<file path="src/rtl/core_pkg.sv">
// core_pkg: RV32/RVC fetch constants, immediate extraction and fetch-queue entry type.
package core_pkg;
  localparam logic [6:0] OP_JAL    = 7'b1101111;
  localparam logic [6:0] OP_JALR   = 7'b1100111;
  localparam logic [6:0] OP_BRANCH = 7'b1100011;
  localparam logic [1:0] Q1 = 2'b01;
  localparam logic [1:0] Q2 = 2'b10;
  localparam logic [2:0] F3_CJAL  = 3'b001;
  localparam logic [2:0] F3_CJ    = 3'b101;
  localparam logic [2:0] F3_CBEQZ = 3'b110;
  localparam logic [2:0] F3_CBNEZ = 3'b111;
  localparam logic [2:0] F3_CJR   = 3'b100;

  typedef enum logic [1:0] {LOOKUP, MISS, DRAIN, HALT} fetch_state_t;

  typedef struct packed {
    logic [31:0] inst;
    logic [31:0] pc;
    logic        size;
    logic        taken;
    logic [31:0] pred_pc;
  } fetch_entry_t;

  function automatic logic [31:0] imm_j(input logic [31:0] i);
    return {{12{i[31]}}, i[19:12], i[20], i[30:21], 1'b0};
  endfunction

  function automatic logic [31:0] imm_b(input logic [31:0] i);
    return {{20{i[31]}}, i[7], i[30:25], i[11:8], 1'b0};
  endfunction

  function automatic logic [31:0] imm_cj(input logic [31:0] i);
    return {{21{i[12]}}, i[8], i[10:9], i[6], i[7], i[2], i[11], i[5:3], 1'b0};
  endfunction

  function automatic logic [31:0] imm_cb(input logic [31:0] i);
    return {{24{i[12]}}, i[6:5], i[2], i[11:10], i[4:3], 1'b0};
  endfunction
endpackage

</file>
<file path="src/rtl/ifetch_predecode.sv">
// ifetch_predecode: combinational size/prediction/halt decode of one fetched instruction.
module ifetch_predecode import core_pkg::*; #(
  parameter bit BTFN = 1'b1
) (
  input  logic [31:0] i_inst,
  input  logic [31:0] i_pc,
  output logic        o_size,
  output logic        o_taken,
  output logic        o_halt,
  output logic [31:0] o_next_pc
);
  logic        w_rvc, w_jal, w_br, w_jalr, w_cj, w_cb, w_cjr;
  logic [2:0]  w_f3;
  logic [31:0] w_imm;
  always_comb begin
    w_rvc     = i_inst[1:0] != 2'b11;
    w_f3      = i_inst[15:13];
    w_jal     = !w_rvc && i_inst[6:0] == OP_JAL;
    w_br      = !w_rvc && i_inst[6:0] == OP_BRANCH;
    w_jalr    = !w_rvc && i_inst[6:0] == OP_JALR;
    w_cj      = i_inst[1:0] == Q1 && (w_f3 == F3_CJ || w_f3 == F3_CJAL);
    w_cb      = i_inst[1:0] == Q1 && (w_f3 == F3_CBEQZ || w_f3 == F3_CBNEZ);
    w_cjr     = i_inst[1:0] == Q2 && w_f3 == F3_CJR && i_inst[6:2] == 5'd0 && i_inst[11:7] != 5'd0;
    w_imm     = w_jal ? imm_j(i_inst) : w_br ? imm_b(i_inst) : w_cj ? imm_cj(i_inst) : imm_cb(i_inst);
    o_size    = !w_rvc;
    o_halt    = w_jalr || w_cjr;
    o_taken   = w_jal || w_cj || ((w_br || w_cb) && BTFN && w_imm[31]);
    o_next_pc = o_taken ? i_pc + w_imm : i_pc + (w_rvc ? 32'd2 : 32'd4);
  end
endmodule

</file>
<file path="src/rtl/icache_fetch.sv">
// icache_fetch: direct-mapped icache, predecode with static prediction, and fetch queue.
module icache_fetch import core_pkg::*; #(
  parameter int          ENTRIES  = 32,
  parameter int          FQ_DEPTH = 4,
  parameter bit          BTFN     = 1'b1,
  parameter logic [31:0] RESET_PC = 32'h0
) (
  input  logic        clk,
  input  logic        rst,
  output logic        mem_req,
  output logic [31:0] mem_addr,
  input  logic        mem_valid,
  input  logic [31:0] mem_data,
  input  logic        redirect,
  input  logic [31:0] redirect_pc,
  input  logic        fence_i,
  input  logic        stall,
  output logic        inst_valid,
  input  logic        inst_ready,
  output logic [31:0] inst,
  output logic [31:0] inst_pc,
  output logic        inst_size,
  output logic        inst_pred_taken,
  output logic [31:0] inst_pred_pc
);
  localparam int IW = $clog2(ENTRIES);
  localparam int QW = $clog2(FQ_DEPTH);

  fetch_state_t  r_state;
  logic [31:0]   r_fetch_pc, r_mem_addr;
  logic          r_mem_req;
  logic [ENTRIES-1:0] r_valid;
  logic [31:0]   r_tag  [ENTRIES];
  logic [31:0]   r_data [ENTRIES];
  fetch_entry_t  r_q    [FQ_DEPTH];
  logic [QW-1:0] r_head, r_tail;
  logic [QW:0]   r_count;

  logic [IW-1:0] w_idx;
  logic          w_hit, w_full, w_pop, w_lookup, w_fill, w_push;
  logic          w_size, w_taken, w_halt;
  logic [31:0]   w_pd_inst, w_next_pc;
  fetch_entry_t  w_entry, w_head;

  // fence_i masks the hit so a same-cycle lookup already sees the invalidation
  assign w_idx     = r_fetch_pc[IW:1];
  assign w_hit     = r_valid[w_idx] && r_tag[w_idx] == r_fetch_pc && !fence_i;
  assign w_full    = r_count == (QW+1)'(FQ_DEPTH);
  assign w_pop     = inst_valid && inst_ready;
  assign w_lookup  = r_state == LOOKUP && !stall && !w_full && !redirect;
  assign w_fill    = r_state == MISS && mem_valid && !redirect;
  assign w_push    = w_fill || (w_lookup && w_hit);
  assign w_pd_inst = w_fill ? mem_data : r_data[w_idx];

  ifetch_predecode #(.BTFN(BTFN)) u_predecode (
    .i_inst    (w_pd_inst),
    .i_pc      (r_fetch_pc),
    .o_size    (w_size),
    .o_taken   (w_taken),
    .o_halt    (w_halt),
    .o_next_pc (w_next_pc)
  );

  assign w_entry = '{inst: w_pd_inst, pc: r_fetch_pc, size: w_size, taken: w_taken, pred_pc: w_next_pc};

  always_ff @(posedge clk)
    if (rst) begin
      r_state    <= LOOKUP;
      r_fetch_pc <= RESET_PC;
      r_mem_req  <= 1'b0;
      r_mem_addr <= '0;
    end else if (redirect) begin
      r_fetch_pc <= redirect_pc;
      r_state    <= ((r_state == MISS || r_state == DRAIN) && !mem_valid) ? DRAIN : LOOKUP;
      if (mem_valid) r_mem_req <= 1'b0;
    end else begin
      case (r_state)
        LOOKUP:
          if (w_lookup && w_hit) begin
            r_fetch_pc <= w_next_pc;
            r_state    <= w_halt ? HALT : LOOKUP;
          end else if (w_lookup) begin
            r_mem_req  <= 1'b1;
            r_mem_addr <= r_fetch_pc;
            r_state    <= MISS;
          end
        MISS:
          if (mem_valid) begin
            r_mem_req  <= 1'b0;
            r_fetch_pc <= w_next_pc;
            r_state    <= w_halt ? HALT : LOOKUP;
          end
        DRAIN:
          if (mem_valid) begin
            r_mem_req <= 1'b0;
            r_state   <= LOOKUP;
          end
        default: ;
      endcase
    end

  always_ff @(posedge clk)
    if (rst) r_valid <= '0;
    else begin
      if (fence_i) r_valid <= '0;
      if (w_fill) r_valid[w_idx] <= 1'b1;
    end

  always_ff @(posedge clk)
    if (w_fill) begin
      r_tag[w_idx]  <= r_fetch_pc;
      r_data[w_idx] <= mem_data;
    end

  always_ff @(posedge clk)
    if (rst || redirect) begin
      r_head  <= '0;
      r_tail  <= '0;
      r_count <= '0;
    end else begin
      if (w_push) r_tail <= r_tail + 1'b1;
      if (w_pop) r_head <= r_head + 1'b1;
      r_count <= r_count + (QW+1)'(w_push) - (QW+1)'(w_pop);
    end

  always_ff @(posedge clk)
    if (w_push) r_q[r_tail] <= w_entry;

  assign w_head          = inst_valid ? r_q[r_head] : '0;
  assign inst_valid      = r_count != '0;
  assign inst            = w_head.inst;
  assign inst_pc         = w_head.pc;
  assign inst_size       = w_head.size;
  assign inst_pred_taken = w_head.taken;
  assign inst_pred_pc    = w_head.pred_pc;
  assign mem_req         = r_mem_req;
  assign mem_addr        = r_mem_addr;
endmodule

</file>
<file path="config.mk">
export PLATFORM = sky130hd
export DESIGN_NAME = icache_fetch
export DESIGN_NICKNAME = d
export VERILOG_FILES = /design/src/rtl/core_pkg.sv /design/src/rtl/ifetch_predecode.sv /design/src/rtl/icache_fetch.sv
export SDC_FILE = /design/constraint.sdc
export NUM_CORES = 2
export LEC_CHECK = 0
export BUFFER_PORTS_ARGS = -buffer_cell sky130_fd_sc_hd__buf_2
export CORE_MARGIN = 2
export CORE_UTILIZATION = 30
export DETAILED_ROUTE_END_ITERATION = 8
export SLEW_MARGIN = 20
export SYNTH_ARGS = -nofsm -noshare
export SYNTH_HDL_FRONTEND = slang
export SYNTH_HIERARCHICAL = 1
export SYNTH_SLANG_ARGS = --single-unit
</file>
<file path="constraint.sdc">
create_clock -name clk -period 20.4 [get_ports clk]
set_input_delay 6.12 -clock clk [delete_from_list [all_inputs] [get_ports clk]]
set_output_delay 6.12 -clock clk [all_outputs]
set_load 0.05 [all_outputs]
</file>
==> out/results.tsv <==
stage	metric	value	unit
outcome	status	finished clean	
floorplan	die height	584	microns
pwr	Leak	36.2	nW
grt	global route overflow	0	
grt	pin count of the biggest net entering global routing	129	
setup_path	CP required	21.22	ns
setup_path	RR Endpoint	r_fetch_pc[31]	
final_layout	Final Util	34.5	%
setup_path	reg2reg path depth	25	
clocking	Sinks on Clock Net	2553	
setup_path	crit path launch	redirect	
sta	RSZ-0062 raised after global routing	false	
detailed_routing	remaining routing DRC violations	0	
clocking	Hold-fix buffers, CTS	0	
floorplan	Initial Util	30.2	%
grt	vias in the first global route	51917	
synth	Synth Instances	5020	
synth	Synth Cell Area	0.101	sq mm
sta	Final Setup Violations	0	
clocking	Gates resized, CTS repair	0	
floorplan	Die ar.	0.340	sq mm
synth	EDFF count, synth	2440	
sta	Worst Skew	0.0778	ns
place	IO buf count	202	
pwr	cell area power density	97.7	mW/mm^2
setup_path	Setup crit start kind	input port	
setup_path	Critical Path Sink	r_fetch_pc[31]	
final_layout	fillers	30879	
final_layout	share of cells above drive strength 1	24.2	%
sta	fin crit share	62.9	%
synth	synth unique cells	89	
setup_path	reg-to-reg setup timing slack	10.97	ns
sta	Final Max Slew Viols	0	
clocking	post-CTS setup buffers	0	
synth	Ys Warns	6	
setup_path	WP data arrival	13.65	ns
detailed_routing	Detail Route Antenna Nets	0	
grt	total routing usage reported by global routing	16.5	%
setup_path	Setup CP Type	input port to register	
synth	net count after synthesis	5132	
sta	PnR worst setup slack	7.57	ns
setup_path	Worst Setup End Kind	register	
sta	Worst Tran Pin Value	1.20	ns
grt	initial antenna violation count	31	
worst_hold_path	hold crit path type	register to register	
clocking	CTS root buf	clkbuf_16	
grt	first-pass GRT wire length	402	mm
place	Placer Congestion	0.885	
floorplan	Core ar.	0.334	sq mm
synth	ys async rst share	0	%
final_layout	nets	5483	
floorplan	Top Ports	203	
floorplan	Std-Cell Rows	212	
synth	register area share after synthesis	75.0	%
clocking	CTS Buf Count	239	
clocking	clock insertion delay at the later pin of the skew report	0.92	ns
place	Final HPWL DP	167	mm
pwr	Max VDD drop	0.0000852	V
detailed_routing	drt total wl	289	mm
detailed_routing	total number of vias	52683	
clocking	CTS tree	built	
detailed_routing	vias per cell	5.29	
sta	fmax	78.0	MHz
clocking	Bufs on Longest Clock Path	4	
synth	prevailing post-synth register cell	edfxtp_1	
place	pre-CTS setup slack	6.72	ns
floorplan	Die X	584	microns
sta	Tmin final	12.83	ns
synth	Syn Area/Cell	20.1	sq um
sta	final hold violations	0	
detailed_routing	DRT iter0 DRCs	6727	
synth	synthesized flop and latch total	2553	
final_layout	area of the multi-input gates	0.0239	sq mm
final_layout	Register Area	0.0756	sq mm
detailed_routing	Initial DRT Pass Iterations	8	
clocking	Clock transition at path regs	0.06	ns
sta	Slew headroom	19.8	%
setup_path	CP max FO	45	
detailed_routing	Routed wire per std cell	29.0	microns
sta	setup TNS	0	ns
flow_run	total of max-cap violations	0	
clocking	H-tree levels	4	
final_layout	Area Overhead vs Synth	14.4	%
## logic make-up (layout without fill, tap and decap cells)
| family | count (synthesis) | after routing | share of synthesized area (%) |
|---|---|---|---|
| other cells | 0 | 6 | 0 |
| compound gates | 511 | 511 | 3.61 |
| mux | 879 | 879 | 15.6 |
| simple gates | 645 | 645 | 3.22 |
| flops | 2553 | 2553 | 75.0 |
| fa+ha+maj | 41 | 41 | 0.524 |
| buf+inv | 334 | 878 | 1.59 |
| xor+xnor | 57 | 57 | 0.496 |
## cell type report
cell class / count / share of cell area [%]
timing repair buffer: 379 / 2.12
antenna: 6 / 0.0130
inverter: 65 / 0.217
sequential: 2553 / 65.6
tap: 4387 / 4.76
clock buffer: 302 / 5.44
clock inverter: 132 / 1.13
multi-input combinational: 2133 / 20.8
## cell usage in the layout, fill, tap and decap left out, types with 20 or more instances in the layout
| cell type | n |
|---|---|
| bufinv_16 | 23 |
| mux4_2 | 539 |
| clkinv_2 | 46 |
| clkbuf_1 | 58 |
| a21oi_1 | 121 |
| a31oi_1 | 32 |
| clkbuf_16 | 239 |
| nand2_1 | 205 |
| o21ai_0 | 30 |
| o22ai_1 | 20 |
| xnor2_1 | 33 |
| nand3_1 | 33 |
| nor2_1 | 93 |
| clkinv_1 | 44 |
| o221a_1 | 30 |
| nor2b_1 | 48 |
| inv_1 | 60 |
| edfxtp_1 | 2440 |
| o21a_1 | 45 |
| nor2_4 | 32 |
| buf_2 | 202 |
| and2_1 | 107 |
| mux2i_1 | 328 |
| dfxtp_1 | 97 |
| buf_4 | 170 |
| a22oi_1 | 110 |
| ha_1 | 39 |
| xor2_1 | 24 |
## cell usage after synthesis, types with 10 or more instances
library cell  instances  share of area, %
nand2b_1             14             0.087
o21ai_0              30              0.15
a31oi_1              34              0.21
buf_6                11              0.12
o22ai_1              20              0.12
nor3_1               19             0.094
mux2i_1             328               3.3
and2_1              107              0.66
buf_2                53              0.26
xnor2_1              33              0.29
nor2_1              127              0.47
o221a_1              30              0.34
a221oi_1             14              0.12
xor2_1               24              0.21
nand2_1             205              0.76
inv_1                63              0.23
a211oi_1             15              0.11
nand4_1              19              0.12
dfxtp_1             113               2.2
buf_1                27              0.10
a22oi_1             110              0.82
buf_4                40              0.30
a21o_1               17              0.13
a21oi_1             121              0.60
nand3_1              33              0.16
edfxtp_1           2440                73
mux4_2              539                12
ha_1                 39              0.48
mux4_1               10              0.26
o21a_1               45              0.34
clkbuf_1            135              0.50
nor2b_1              54              0.34
## worst min path at each step
stage,startpoint,end,slack [ns],cells past startpoint
4_1_cts,mem_addr[21],mem_addr[21],0.46,2
2_1_floorplan,r_valid[31],r_valid[31],0.45,2
3_3_place_gp,mem_addr[13],mem_addr[13],0.44,2
6_report,mem_addr[10],mem_addr[10],0.46,2
5_1_grt,mem_addr[10],mem_addr[10],0.48,2
3_5_place_dp,mem_addr[11],mem_addr[11],0.45,2
## state kept, by name (all words and copies together), names as in the netlist, 3 cells and up, named ones only
signal / count
mem_addr: 32
r_count: 3
r_data: 1024
r_fetch_pc: 32
r_q: 392
r_tag: 1024
r_valid: 32
## critical path, cell delays in order
cell and delay [ns]:
buf_2 0.69, or2_4 0.55, buf_4 0.45, nor2_1 0.07
a31oi_1 0.59, nand2_1 0.26, nor3_4 0.39, nand3_1 0.14
o41ai_1 0.14, nor3_1 0.19, a221oi_2 0.59, a21boi_1 0.32
ha_1 0.32, a21oi_1 0.26, o211ai_1 0.14, o2111ai_1 0.35
o21ai_1 0.21, a21boi_1 0.41, o21ai_0 0.20, xnor2_1 0.65
nor3_1 0.11, mux2_2 0.30, nor3_1 0.15
## power breakdown
part | leakage, nW | switching [W] | internal [W]
logic | 9.58 | 0.000664 | 0.000344
registers | 23.0 | 0.0000334 | 0.00582
clock network | 3.69 | 0.00193 | 0.00246
## through the flow
| step | total power (W) | cell area, sq um | hold WS, ns | instances |
|---|---|---|---|---|
| 5_1_grt | 0.0116 | 115000 | 0.476 | 9951 |
| 4_1_cts | 0.0113 | 115000 | 0.456 | 9951 |
| 3_5_place_dp | 0.00697 | 108000 | 0.445 | 9517 |
| 2_1_floorplan | 0.00658 | 101000 | 0.451 | 5020 |
| 3_3_place_gp | 0.00695 | 108000 | 0.438 | 9515 |
| 6_report | 0.0113 | 115000 | 0.455 | 9957 |
## per-layer routing
| layer | part of all wire [%] | GRT usage (%) | wire, microns | vias up |
|---|---|---|---|---|
| li1 | - | - | - | 21324 |
| met1 | 41 | 22.7 | 119000 | 28304 |
| met2 | 48 | 26.7 | 137000 | 2540 |
| met3 | 7.7 | 2.51 | 22100 | 505 |
| met4 | 3.6 | 5.56 | 10500 | 10 |
| met5 | 0.023 | 0 | 66 | - |
No activity file was read; power rests on OpenSTA's default activity.
